`src/rtl/fb_delay_est_pkg.sv`:
```
// Shared types for the DPD feedback loop-delay estimator.
package fb_delay_est_pkg;

    typedef logic signed [19:0] s20;
    typedef logic        [19:0] u20;

    typedef enum logic [2:0] {
        IDLE,
        ARM,
        WAIT_TX,
        WAIT_FB,
        FIN
    } fb_est_state_t;

    localparam int FB_EST_MAX_LAG_DEF = 1023;

endpackage

```
`src/rtl/fb_delay_est_mag.sv`:
```
// Registered magnitude approximation: max(|I|,|Q|) + min(|I|,|Q|)/2, one cycle latency.
module mag_approx
    import fb_delay_est_pkg::*;
(
    input  logic clk,
    input  s20   i,
    input  s20   q,
    output u20   mag
);

    u20 ai, aq, mx, mn;

    // |-2^19| maps to 2^19, which still fits in the unsigned 20-bit result
    always_comb begin
        ai = i[19] ? u20'(-i) : u20'(i);
        aq = q[19] ? u20'(-q) : u20'(q);
        mx = (ai >= aq) ? ai : aq;
        mn = (ai >= aq) ? aq : ai;
    end

    always_ff @(posedge clk) begin
        mag <= mx + (mn >> 1);
    end

endmodule

```
`src/rtl/fb_delay_est.sv`:
```
// Loop-delay estimator: counts cycles from a rising tx magnitude crossing to the same
// crossing on the PA feedback path.
module fb_delay_est
    import fb_delay_est_pkg::*;
#(
    parameter int W       = 20,
    parameter int CW      = 12,
    parameter int MAX_LAG = FB_EST_MAX_LAG_DEF
) (
    input  logic          clk,
    input  logic          reset,
    input  logic          start,
    input  logic [W-1:0]  threshold,
    input  logic [W-1:0]  tx_i,
    input  logic [W-1:0]  tx_q,
    input  logic [W-1:0]  fb_i,
    input  logic [W-1:0]  fb_q,
    output logic          busy,
    output logic          done,
    output logic          timeout,
    output logic [CW-1:0] delay_est,
    output logic          delay_valid
);

    fb_est_state_t state, state_nx;
    u20            tx_mag, fb_mag;
    logic [W-1:0]  thr_reg;
    logic [CW-1:0] wait_cnt, lag_cnt;
    logic          tx_hit, fb_hit, wait_last, lag_last;
    logic          accept, fin_done, fin_to;

    mag_approx u_tx_mag (.clk(clk), .i(tx_i), .q(tx_q), .mag(tx_mag));
    mag_approx u_fb_mag (.clk(clk), .i(fb_i), .q(fb_q), .mag(fb_mag));

    assign tx_hit    = (tx_mag >= thr_reg);
    assign fb_hit    = (fb_mag >= thr_reg);
    assign wait_last = ((wait_cnt + CW'(1)) == CW'(MAX_LAG));
    assign lag_last  = ((lag_cnt + CW'(1)) == CW'(MAX_LAG));

    always_ff @(posedge clk) begin
        if (reset) state <= IDLE;
        else       state <= state_nx;
    end

    always_comb begin
        state_nx = state;
        accept   = 1'b0;
        fin_done = 1'b0;
        fin_to   = 1'b0;
        case (state)
            IDLE: if (start) begin
                accept   = 1'b1;
                state_nx = ARM;
            end
            // require tx below threshold first so only a true rising edge is timed
            ARM: begin
                if (!tx_hit)        state_nx = WAIT_TX;
                else if (wait_last) begin fin_to = 1'b1; state_nx = FIN; end
            end
            WAIT_TX: begin
                if (tx_hit)         state_nx = WAIT_FB;
                else if (wait_last) begin fin_to = 1'b1; state_nx = FIN; end
            end
            WAIT_FB: begin
                if (fb_hit)         begin fin_done = 1'b1; state_nx = FIN; end
                else if (lag_last)  begin fin_to = 1'b1; state_nx = FIN; end
            end
            FIN:     state_nx = IDLE;
            default: state_nx = IDLE;
        endcase
    end

    always_ff @(posedge clk) begin
        if (reset) begin
            busy        <= 1'b0;
            done        <= 1'b0;
            timeout     <= 1'b0;
            delay_est   <= '0;
            delay_valid <= 1'b0;
            thr_reg     <= '0;
            wait_cnt    <= '0;
            lag_cnt     <= '0;
        end else begin
            done    <= fin_done;
            timeout <= fin_to;
            if (accept) begin
                thr_reg     <= threshold;
                delay_valid <= 1'b0;
                busy        <= 1'b1;
            end
            // watchdog restarts on every state change
            if (state_nx != state)
                wait_cnt <= '0;
            else if (state == ARM || state == WAIT_TX)
                wait_cnt <= wait_cnt + CW'(1);
            if (state == WAIT_TX && tx_hit)
                lag_cnt <= '0;
            else if (state == WAIT_FB)
                lag_cnt <= lag_cnt + CW'(1);
            if (fin_done) begin
                delay_est   <= lag_cnt + CW'(1);
                delay_valid <= 1'b1;
            end
            if (fin_done || fin_to)
                busy <= 1'b0;
        end
    end

endmodule

```
`config.mk`:
```
export PLATFORM = sky130hd
export DESIGN_NAME = fb_delay_est
export DESIGN_NICKNAME = d
export VERILOG_FILES = /design/src/rtl/fb_delay_est_pkg.sv /design/src/rtl/fb_delay_est_mag.sv /design/src/rtl/fb_delay_est.sv
export SDC_FILE = /design/constraint.sdc
export NUM_CORES = 1
export LEC_CHECK = 0
export ABC_CLOCK_PERIOD_IN_PS = 11400
export CAP_MARGIN = 0
export CELL_PAD_IN_SITES_DETAIL_PLACEMENT = 0
export CELL_PAD_IN_SITES_GLOBAL_PLACEMENT = 1
export CORE_MARGIN = 2
export CORE_UTILIZATION = 46
export CTS_CLUSTER_DIAMETER = 60
export DETAILED_ROUTE_END_ITERATION = 8
export GPL_TIMING_DRIVEN = 1
export HOLD_SLACK_MARGIN = 0.02
export PLACE_DENSITY_LB_ADDON = 0.1
export SLEW_MARGIN = 15
export SYNTH_ARGS = -nofsm -noshare
export SYNTH_HDL_FRONTEND = slang
export SYNTH_SLANG_ARGS = --single-unit
```
`constraint.sdc`:
```
create_clock -name clk -period 11.4 [get_ports clk]
set_input_delay 1.14 -clock clk [delete_from_list [all_inputs] [get_ports clk]]
set_output_delay 1.14 -clock clk [all_outputs]
set_load 0.02 [all_outputs]
```
* Yosys cells after proc, flatten, opt, wreduce, memory -nomap -nowiden
Index checks and enable logic that the tools add are counted.
** Cells by class
- Add/sub/neg operators :: 8
- Multipliers :: 0
- Divide/modulo/power cells :: 0
- Order comparisons :: 4
- Equality and inequality tests :: 6
- Shift operators :: 0
- Multiplexer cells :: 27
- Bitwise logic cells :: 0
- Reduce and logical (&&, ||, !) cells :: 8
** Operators with widths (number)
- $mux 20 :: 8
- $ge 20x20->1 :: 4
- $neg 20->20 :: 4
- $add 20x19->20 :: 2
- $add 12x1->12 const B :: 2
- $eq 12x10->1 const B :: 2
- $mux 3 :: 6
- $pmux 3 s4 :: 1
- $mux 1 :: 11
- $eq 3x2->1 const B :: 2
- $reduce_or 2->1 :: 3
- $eq 3x1->1 const B :: 1
- $logic_not 3->1 :: 1
- $ne 3x3->1 :: 1
- $pmux 1 s3 :: 1
- $logic_or 1x1->1 :: 2
- $reduce_bool 2->1 :: 1
- $logic_and 1x1->1 :: 1
** Storage, ports and cells
- Register bits after elaboration :: 103
- Latch bits :: 0
- RAM bits :: 0
- Bits in read-only memories :: 0
- Output and inout port bits :: 16
- Memories kept :: 0

* Depth between registers and ports, before layout
Gate-level depths: netlist (run 1).
- Word-level depth :: 7
- Mapped depth :: 27
- Mapped depth without buffers :: 25

* Hierarchy
From an unflattened synthesis (run 1), not the netlist that was laid out.
** Second synthesis, totals
- Cell total of the unflattened synthesis :: 1210
- Area, all modules :: 9786.9 µm²
** Modules (own cells, without submodules)
- mag_approx :: times used 2, cells an instance 377, area an instance 3006.6 µm²
- fb_delay_est :: times used 1, cells an instance 456, area an instance 3773.6 µm²

* Worst setup path before layout (run 1)
Ideal clock, no wire load.
- Path kind :: input port to flip-flop
- Start :: in tx_q[4]
- End :: reg u_tx_mag.mag[19]
- Library setup time :: 0.127 ns
- Arrival :: 7.070 ns
- Path slack :: 4.204 ns
- Stages :: 20
- Buffers on the path :: 2
- Cell sequence :: or3_4 or4_4 or4_1 or4_4 o31ai_4 xor2_1 ha_1 nand3_1 o41ai_1 buf_2 buf_1 mux2i_1 ha_1 a211oi_1 o211ai_1 a31oi_1 o21bai_1 a2111oi_0 o31ai_1 xor2_1
** On the way
- Cells in the longest elaborated chain, start to end :: 5
- Elaborated cells on any way between the ends :: 6
** RTL lines
- start, declared :: line fb_delay_est.sv:15 : input logic [W-1:0] tx_q,
- $neg 20->20 :: line fb_delay_est_mag.sv:16 : aq = q[19] ? u20'(-q) : u20'(q);
- $mux 20 * :: line fb_delay_est_mag.sv:16
- $ge 20x20->1 :: line fb_delay_est_mag.sv:17, fb_delay_est_mag.sv:18
- $mux 20 (on tied branches) :: line fb_delay_est_mag.sv:17, fb_delay_est_mag.sv:18
- $add 20x19->20 * :: line fb_delay_est_mag.sv:22 : mag <= mx + (mn >> 1);
- end signal, assigned :: line fb_delay_est_mag.sv:22
- end, declared :: line fb_delay_est_mag.sv:8 : output u20 mag
Mark *: on every way between the ends. The rest lies on a longest branch, timed or not.
A chain may end at the register's enable or synchronous reset.

* Worst setup path after layout (run 1)
- Start :: in tx_q[2]
- End :: reg u_tx_mag.mag[19]
The elaborated chain is that of the path after synthesis.

==> impl_metrics.json, run 1 <==
{
  "fmax_ghz": 0.128,
  "postLayoutCellArea_um2": 11300,
  "wire_per_inst_um": 13.7,
  "root_buffer": "clkbuf_16",
  "drcViolationCount": 0,
  "dr.first_iter.drc_count": 283,
  "hpwlAfterDp_mm": 17.0,
  "crit_fanout": 15,
  "viasPerCell": 5.39,
  "fin_nets": 1476,
  "worstMarginPinSlew_ns": 1.00,
  "core_um2": 20300,
  "syn_area_um2": 9530,
  "drt_pass1_iterations": 7,
  "synth.ff_latch_count": 103,
  "drv_cap": 0,
  "die_y_um": 148,
  "path_class": "primary input to register",
  "boundaryPins": 119,
  "area_growth_pct": 18.6,
  "synth_area_leaders": "dfxtp_1 (22%), ha_1 (17%), mux2i_1 (8.8%)",
  "synth_top_cell_by_area": "dfxtp_1",
  "fin_setup_tns_ns": 0,
  "initial_utilization_pct": 46.9,
  "setup_viol": 0,
  "nFillCells": 1965,
  "drv_slew": 0,
  "place_inst": 1504,
  "stdcell_count": 1520,
  "clkLatencyLatePin_ns": 0.36,
  "slew_headroom_pct": 32.8,
  "clock_skew_ns": 0.0170,
  "synthFlopType": "dfxtp_1",
  "grt_pass1_vias": 7905,
  "synthAdderAreaFrac_pct": 17.0,
  "ctsResizeCount": 0,
  "synth_cell_type_count": 64,
  "synth_compound_area_share_pct": 18.4,
  "dieArea_um2": 21900,
  "cts_inserted_buffers": 9,
  "yosys.area_share.simple_pct": 17.1,
  "routabilityCongestion": 0.847,
  "cts.sinks": 103,
  "peakVddDrop_mv": 0.0908,
  "async_flop_share_pct": 0,
  "postCtsHoldBufs": 0,
  "synth_top_family_by_area": "compound AO/OA/AOI/OAI gates",
  "synth_warnings": 0,
  "num_rows": 52,
  "via_count": 8193,
  "port_buffers": 118,
  "hold_viol": 0,
  "required_ns": 11.65,
  "diodes": 0,
  "min_period_over_period_pct": 68.3,
  "final_antenna_net_count": 0,
  "status": "finished, final reports clean",
  "powerDensity_nw_per_um2": 169,
  "syn_area_per_cell_um2": 8.30,
  "fin_util_pct": 55.6,
  "hp-class": "register to register",
  "drive_gt1_share_pct": 4.16,
  "muxShareOfSynthArea_pct": 8.95,
  "grt_pass1_wl_mm": 36.4,
  "dpl-instance-area_um2": 11000,
  "synth_fp_nets": 1379,
  "synthXorXnorAreaFrac_pct": 12.3,
  "grt-ovfl-total": 0,
  "post_cts_buffers": 0,
  "grt_antenna_before_repair": 0,
  "rsz0062_at_grt": "false",
  "die_w_um": 148,
  "grt_max_degree": 39,
  "power_leakage_nw": 4.83,
  "fin_crit_ns": 7.78,
  "netlist_instances": 1148,
  "clk_path_buf_depth": 2,
  "yosysSeqAreaShare_pct": 21.6,
  "critPathCaptureType": "register",
  "synth.top_cell.area_share_pct": 21.6,
  "groute.usage.overall_pct": 19.6,
  "cts_tree": "done",
  "path_clk_slew_ns": 0.08,
  "totalWireLength_mm": 20.8,
  "h-tree-depth": 3,
  "synth_edf_count": 0,
  "r2r_setup_slack_ns": 7.97,
  "worstPathArrival_ns": 8.03,
  "worst_setup_path_start_kind": "primary input"
}
cells by family after synthesis:
kind of cell | count (synthesis)
AND/OR/NAND/NOR | 317
AO/OA/AOI/OAI | 264
XOR/XNOR | 134
adder cells (fa/ha/maj) | 128
buffers and inverters | 117
flip-flops | 103
multiplexers | 85
cell usage in the layout (no fill, tap or decap), types with 24 or more instances in the layout:
| master | instances |
|---|---|
| dfxtp_1 | 103 |
| nand2_1 | 104 |
| o21ai_0 | 46 |
| a21o_1 | 24 |
| nor2_1 | 61 |
| xnor2_1 | 54 |
| a21oi_1 | 72 |
| o31ai_1 | 24 |
| xor2_1 | 80 |
| inv_1 | 79 |
| mux2i_1 | 84 |
| clkdlybuf4s50_1 | 118 |
| ha_1 | 126 |
through the flow:
stage	setup slack [ns]	hold slack (ns)	power (mW)
floorplan	4.20	0.436	1.34
CTS	3.74	0.457	1.93
finish	3.62	0.454	1.91
global placement	3.49	0.442	1.58
global route	3.19	0.473	2.11
detailed placement	3.38	0.448	1.59
power breakdown:
group / leakage [nW] / internal, mW / switching [mW]
Combinational: 3.83 / 0.495 / 0.575
Sequential: 0.849 / 0.466 / 0.0446
Clock: 0.159 / 0.179 / 0.152
Total: 4.83 / 1.14 / 0.772
metal layers:
layer | wire [µm] | global-route usage (%) | share of wire (%)
met5 | 0 | 0 | 0
met4 | 198 | 3.62 | 0.95
met3 | 641 | 2.81 | 3.1
met2 | 9830 | 33.9 | 47
met1 | 10200 | 26.4 | 49
worst max-delay path, stage by stage:
cell	delay, ns
clkdlybuf4s50_1	0.47
or3_4	0.40
or3b_4	0.41
or4_4	0.50
or4_4	0.43
o21ai_0	0.21
xor2_1	0.25
ha_1	0.30
a2111o_1	0.41
a31oi_1	0.13
o21ai_0	0.10
a31oi_1	0.27
o41ai_2	0.14
buf_4	0.23
mux2i_1	0.28
ha_1	0.30
a211oi_1	0.32
o211ai_1	0.18
a31oi_1	0.32
o21bai_1	0.17
a2111oi_0	0.67
o31ai_1	0.19
xor2_1	0.18
synthesized netlist by cell type (3+ instances only):
| cell type | n |
|---|---|
| dfxtp_1 | 103 |
| o21ai_0 | 47 |
| clkbuf_1 | 31 |
| or2_2 | 9 |
| or4_4 | 4 |
| mux2i_1 | 84 |
| a31oi_1 | 13 |
| a21oi_1 | 73 |
| and3_1 | 6 |
| a211oi_1 | 12 |
| a211o_1 | 3 |
| or3_1 | 14 |
| nor3_1 | 13 |
| xor2_1 | 80 |
| nand3_1 | 18 |
| o21bai_1 | 7 |
| buf_1 | 5 |
| nor2b_1 | 11 |
| nor2_1 | 61 |
| o31ai_1 | 24 |
| o21ba_2 | 3 |
| xnor2_1 | 54 |
| ha_1 | 126 |
| and2_1 | 5 |
| nand2_1 | 104 |
| a2111oi_0 | 5 |
| inv_1 | 79 |
| a2111o_1 | 3 |
| o211ai_1 | 5 |
| o41ai_1 | 12 |
| nand3b_1 | 4 |
| or4_1 | 8 |
| nor4b_1 | 6 |
| nand2b_1 | 12 |
| nor4_1 | 15 |
| o21a_1 | 10 |
| nand4_1 | 18 |
| a21boi_0 | 4 |
| a21o_1 | 24 |
layout make-up:
class,count,area [µm²],share of cell area (%)
clock inverters,7,95.1,0.842
inverters,79,297,2.63
flip-flops and latches,103,2060,18.3
multi-input cells,928,7050,62.4
well taps,270,338,2.99
clock buffers,9,225,1.99
repair buffers,124,1230,10.9
path summary, 6_finish.rpt:
path | to | cells after the start | from
hold / removal | thr_reg[12] | 2 | thr_reg[12]
setup reg to reg | wait_cnt[5] | 8 | thr_reg[15]
hold reg to reg | thr_reg[12] | 2 | thr_reg[12]
setup / recovery | u_tx_mag.mag[19] | 23 | tx_q[2]
No activity file was read; power rests on OpenSTA's default activity.
==> run 2, diff against run 1 <==
--- a/config.mk
+++ b/config.mk
@@ -5,12 +5,12 @@
 export SDC_FILE = /design/constraint.sdc
 export NUM_CORES = 1
 export LEC_CHECK = 0
-export ABC_CLOCK_PERIOD_IN_PS = 11400
+export ABC_CLOCK_PERIOD_IN_PS = 6300
 export CAP_MARGIN = 0
 export CELL_PAD_IN_SITES_DETAIL_PLACEMENT = 0
 export CELL_PAD_IN_SITES_GLOBAL_PLACEMENT = 1
 export CORE_MARGIN = 2
-export CORE_UTILIZATION = 46
+export CORE_UTILIZATION = 39
 export CTS_CLUSTER_DIAMETER = 60
 export DETAILED_ROUTE_END_ITERATION = 8
 export GPL_TIMING_DRIVEN = 1
==> constraint.sdc (replaced) <==
create_clock -name clk -period 6.3 [get_ports clk]
set_input_delay 0.63 -clock clk [delete_from_list [all_inputs] [get_ports clk]]
set_output_delay 0.63 -clock clk [all_outputs]
set_load 0.02 [all_outputs]
==> impl_metrics.json, run 2 (synthesized netlist as in run 1, its figures left out) <==
{
  "status": "finished, final reports clean",
  "r2r_cells": 9,
  "r2r-end": "timeout",
  "clock_skew_ns": 0.0151,
  "min_period_over_period_pct": 99.3,
  "crit_fanout": 4,
  "cpMaxStageDelayCell": "or4_4",
  "grt_pass1_wl_mm": 38.9,
  "path_class": "primary input to register",
  "cpMostUsedCell": "or4_4",
  "final_antenna_net_count": 0,
  "worstPathArrival_ns": 6.54,
  "dieArea_um2": 25700,
  "power_leakage_nw": 5.88,
  "peakVddDrop_mv": 0.150,
  "clkLatencyLatePin_ns": 0.36,
  "die_y_um": 160,
  "required_ns": 6.58,
  "path_clk_slew_ns": 0.07,
  "area_growth_pct": 37.9,
  "via_count": 8978,
  "core_um2": 24200,
  "routabilityCongestion": 0.816,
  "num_rows": 57,
  "port_buffers": 118,
  "multiInputGateArea_um2": 7280,
  "cpPeakStageDelay_ns": 0.55,
  "groute.usage.overall_pct": 17.9,
  "cp_num_buf_inv": 4,
  "wire_per_inst_um": 12.9,
  "die_w_um": 160,
  "setup_slack_ns": 0.0453,
  "critPathCaptureType": "register",
  "dr.first_iter.drc_count": 306,
  "root_buffer": "clkbuf_16",
  "boundaryPins": 119,
  "drv_slew": 0,
  "diodes": 0,
  "grt-ovfl-total": 0,
  "setup_viol": 0,
  "seqCellArea_um2": 2060,
  "r2r_setup_slack_ns": 3.00,
  "worst_setup_path_start_kind": "primary input",
  "mostFrequentLayoutCell": "buf_4",
  "hpwlAfterDp_mm": 19.1,
  "fmax_ghz": 0.160,
  "grt_antenna_before_repair": 0,
  "worstMarginPinSlew_ns": 1.04,
  "fin_crit_ns": 6.25,
  "crit_cells": 24,
  "drt_pass1_iterations": 5,
  "pre_cts_slack_ns": -0.643,
  "min_path_cells": 2,
  "slew_headroom_pct": 30.4,
  "crit_chain": "clkdlybuf4s50_1 -> or4_4 -> buf_6 -> or4_4 -> or4_4 -> o31ai_4 -> xor2_2 -> ha_2 -> a2111o_1 -> a31oi_1 -> o21ai_1 -> a31oi_2 -> o41ai_4 -> buf_6 -> buf_12 -> mux2i_2 -> ha_1 -> o21a_1 -> o21a_1 -> o21ba_4 -> a2111o_1 -> a31o_2 -> a21oi_2 -> xnor2_1",
  "finalPower_mw": 3.88,
  "drcViolationCount": 0,
  "postLayoutCellArea_um2": 13100,
  "powerDensity_nw_per_um2": 296,
  "hold_viol": 0,
  "viasPerCell": 5.05,
  "fin_nets": 1680,
  "initial_utilization_pct": 39.4,
  "crit_path_end": "u_tx_mag.mag[18]",
  "totalWireLength_mm": 23.0,
  "clk_path_buf_depth": 2,
  "rsz0062_at_grt": "true",
  "drive_gt1_share_pct": 19.9,
  "cpLargestDelayFamily": "compound AO/OA/AOI/OAI gates",
  "layout_common_cells": "buf_4 (202), ha_1 (123), clkdlybuf4s50_1 (114), nand2_1 (104), dfxtp_1 (103)",
  "h-tree-depth": 3,
  "cts.sinks": 103,
  "fin_util_pct": 54.3,
  "grt_pass1_vias": 8491,
  "hp-class": "register to register",
  "cts_inserted_buffers": 9,
  "drv_cap": 0,
  "nFillCells": 2324,
  "grt_max_degree": 37,
  "dpl-instance-area_um2": 12500,
  "fin_setup_tns_ns": 0,
  "cts_tree": "done",
  "worstSetupStartpoint": "tx_q[6]",
  "r2r-start": "thr_reg[2]"
}
[run 2: cell types whose count changed in the layout (fill, tap and decap cells not counted), sizes merged]
cell           before  now
dlygate4sd2         0    1
bufinv              1    0
buf                 6  210
clkbuf              9   12
clkinvlp            0    1
clkinv              1    2
inv                84   83
clkdlybuf4s50     118  114
[run 2: report_power, final]
part | internal, mW | switching [mW] | leakage, nW
combinational | 1.25 | 1.17 | 4.89
clock | 0.278 | 0.271 | 0.142
sequential | 0.844 | 0.0796 | 0.849
total | 2.37 | 1.52 | 5.88
[run 2: worst min path at each step]
stage,from,end,slack (ns)
after global placement,delay_valid,delay_valid,0.44
after detailed placement,thr_reg[13],thr_reg[13],0.45
final,thr_reg[2],thr_reg[2],0.46
after CTS,thr_reg[13],thr_reg[13],0.46
after global routing,thr_reg[1],thr_reg[1],0.47
after floorplan,thr_reg[10],thr_reg[10],0.44
[run 2: layout make-up]
| class | count | area share (%) |
|---|---|---|
| Sequential cell | 103 | 15.7 |
| Tap cell | 324 | 3.09 |
| Inverter | 79 | 2.26 |
| Clock buffer | 9 | 1.71 |
| Clock inverter | 7 | 0.505 |
| Multi-Input combinational cell | 928 | 55.4 |
| Timing Repair Buffer | 328 | 21.3 |
[run 2: through the flow]
stage	hold slack [ns]	std cells
after detailed placement	0.447	1748
after CTS	0.457	1769
after global placement	0.442	1748
final	0.457	1778
after global routing	0.472	1778
after floorplan	0.436	1148
[run 2: worst register-to-register path, cell delays in order, from the launching register on]
cell and delay (ns):
dfxtp_1 0.32, inv_1 0.07, ha_1 0.29, a21o_1 0.18
a31oi_1 0.17, o21ai_0 0.25, a221o_1 0.45, or3b_2 0.48
a211oi_2 0.80, o21a_1 0.24
[run 2: what timing repair did]
| action | in CTS | in global routing |
|---|---|---|
| hold buffers | 0 | 0 |
| pin swaps | 23 | 28 |
| setup buffers | 5 | 9 |
| endpoints found under the setup margin | 4 | 16 |
| resized for setup | 20 | 36 |
[run 2: per-layer routing]
layer	up-vias	GRT usage, %	share of wire [%]
met5	-	0	0
met4	0	3.97	1.1
met3	19	2.36	2.7
met2	110	30.9	47
met1	4111	23.8	49
li1	4738	-	-
==> run 3, diff against run 2 <==
--- a/config.mk
+++ b/config.mk
@@ -15,7 +15,7 @@
 export DETAILED_ROUTE_END_ITERATION = 8
 export GPL_TIMING_DRIVEN = 1
 export HOLD_SLACK_MARGIN = 0.02
-export PLACE_DENSITY_LB_ADDON = 0.1
+export PLACE_DENSITY = 0.77
 export SLEW_MARGIN = 15
 export SYNTH_ARGS = -nofsm -noshare
 export SYNTH_HDL_FRONTEND = slang
==> impl_metrics.json, run 3 (synthesized netlist as in run 1, its figures left out) <==
{
  "cts_inserted_buffers": 9,
  "drv_cap": 0,
  "worstSetupStartpoint": "tx_q[4]",
  "power_leakage_nw": 5.80,
  "diodes": 0,
  "postLayoutCellArea_um2": 13000,
  "status": "finished, final reports clean",
  "h-tree-depth": 3,
  "r2r_setup_slack_ns": 3.05,
  "drive_gt1_share_pct": 19.5,
  "fin_nets": 1664,
  "r2r-start": "thr_reg[15]",
  "crit_fanout": 8,
  "clk_path_buf_depth": 2,
  "stdcell_count": 1762,
  "clock_skew_ns": 0.0156,
  "setup_viol": 0,
  "crit_path_end": "u_tx_mag.mag[18]",
  "fin_crit_ns": 6.30,
  "grt_pass1_wl_mm": 38.6,
  "grt_antenna_before_repair": 0,
  "boundaryPins": 119,
  "worstPathArrival_ns": 6.58,
  "via_count": 8915,
  "final_antenna_net_count": 0,
  "dr.first_iter.drc_count": 370,
  "nFillCells": 2297,
  "crit_chain": "buf_6 -> or3_4 -> buf_6 -> or4_4 -> or4_4 -> or4_4 -> o31ai_4 -> xor2_2 -> ha_4 -> nand3_2 -> o41ai_4 -> buf_6 -> mux2i_2 -> ha_1 -> o21a_1 -> o21a_1 -> o21ba_4 -> a2111o_1 -> a31o_2 -> a21oi_2 -> xnor2_1",
  "min_period_over_period_pct": 100,
  "cp_num_buf_inv": 3,
  "grt_max_degree": 37,
  "clkLatencyLatePin_ns": 0.36,
  "powerDensity_nw_per_um2": 297,
  "path_clk_slew_ns": 0.07,
  "cpMaxStageDelayCell": "o41ai_4",
  "wire_per_inst_um": 13.0,
  "drv_slew": 0,
  "required_ns": 6.58,
  "hp-class": "register to register",
  "r2r-end": "wait_cnt[4]",
  "peakVddDrop_mv": 0.195,
  "initial_utilization_pct": 39.4,
  "viasPerCell": 5.06,
  "dieArea_um2": 25700,
  "layout_common_cells": "buf_4 (189), ha_1 (121), clkdlybuf4s50_1 (110), nand2_1 (104), dfxtp_1 (103)",
  "critPathCaptureType": "register",
  "hold_viol": 0,
  "totalWireLength_mm": 22.9,
  "slew_headroom_pct": 32.0,
  "routabilityCongestion": 0.842,
  "path_class": "primary input to register",
  "cpPeakStageDelay_ns": 0.76,
  "core_um2": 24200,
  "port_buffers": 118,
  "cts_tree": "done",
  "place_inst": 1730,
  "postCtsHoldBufs": 0,
  "hpwlAfterDp_mm": 18.8,
  "fmax_ghz": 0.159,
  "pre_cts_slack_ns": -0.693,
  "drt_pass1_iterations": 5,
  "groute.usage.overall_pct": 17.7,
  "grt_pass1_vias": 8633,
  "drcViolationCount": 0,
  "grt-ovfl-total": 0,
  "fin_setup_tns_ns": 0,
  "worstMarginPinSlew_ns": 1.02,
  "rsz0062_at_grt": "true",
  "whs_ns": 0.456,
  "die_y_um": 160,
  "mostFrequentLayoutCell": "buf_4",
  "cpLargestDelayFamily": "compound AO/OA/AOI/OAI gates",
  "r2r_cells": 8,
  "num_rows": 57,
  "area_growth_pct": 36.5,
  "dpl-instance-area_um2": 12400,
  "cts.sinks": 103,
  "setup_slack_ns": 0.00285,
  "worst_setup_path_start_kind": "primary input",
  "root_buffer": "clkbuf_16",
  "die_w_um": 160,
  "crit_cells": 21
}
[run 3: layout make-up]
| class | instances | area, µm² | area share [%] |
|---|---|---|---|
| sequential | 103 | 2060 | 15.9 |
| clock inverter | 7 | 61.3 | 0.472 |
| timing repair buffer | 312 | 2650 | 20.4 |
| tap | 324 | 405 | 3.12 |
| inverter | 79 | 297 | 2.28 |
| multi-input combinational | 928 | 7300 | 56.1 |
| clock buffer | 9 | 225 | 1.73 |
[run 3: worst min-delay path by stage]
stage / startpoint / to / slack [ns] / depth (start not counted)
CTS: thr_reg[12] / thr_reg[12] / 0.46 / 2
global route: thr_reg[18] / thr_reg[18] / 0.47 / 2
floorplan: thr_reg[10] / thr_reg[10] / 0.44 / 2
finish: thr_reg[12] / thr_reg[12] / 0.46 / 2
detailed placement: thr_reg[5] / thr_reg[5] / 0.45 / 2
global placement: delay_valid / delay_valid / 0.44 / 2
[run 3: where the power goes]
group,switching [mW],leakage [nW],total [mW],internal (mW)
clock network,0.262,0.141,0.539,0.277
logic,1.17,4.81,2.39,1.23
registers,0.0814,0.849,0.926,0.844
total,1.51,5.80,3.86,2.35
[run 3: worst register-to-register path, stage by stage, from the launching register on]
cell and delay [ns]:
dfxtp_1 0.34, inv_1 0.07, ha_1 0.29, a2111oi_0 0.35, o21ai_0 0.17, a221o_1 0.35, o21ai_1 0.66, nand2_1 0.55
nor4b_1 0.40
[run 3: through the flow]
stage | utilization [%] | power (mW)
2_1_floorplan | - | 2.44
3_3_place_gp | 51.2 | 3.17
3_5_place_dp | 51.2 | 3.20
4_1_cts | 53.0 | 3.83
5_1_grt | 53.8 | 4.22
6_report | 53.8 | 3.86
[run 3: timing repair]
item | in CTS | in global routing
resized for setup | 30 | 37
hold endpoints to repair | 0 | 0
setup buffers | 7 | 9
setup endpoints to repair | 5 | 15
pin swaps | 23 | 28
[run 3: routing by layer]
layer  up-vias  global-route usage, %  routed length, µm
li1       4715                      -                  -
met1      4097                   23.2              11000
met2        91                   31.6              11200
met3        12                   2.44                522
met4         0                   2.46                157
met5         -                      0                  0
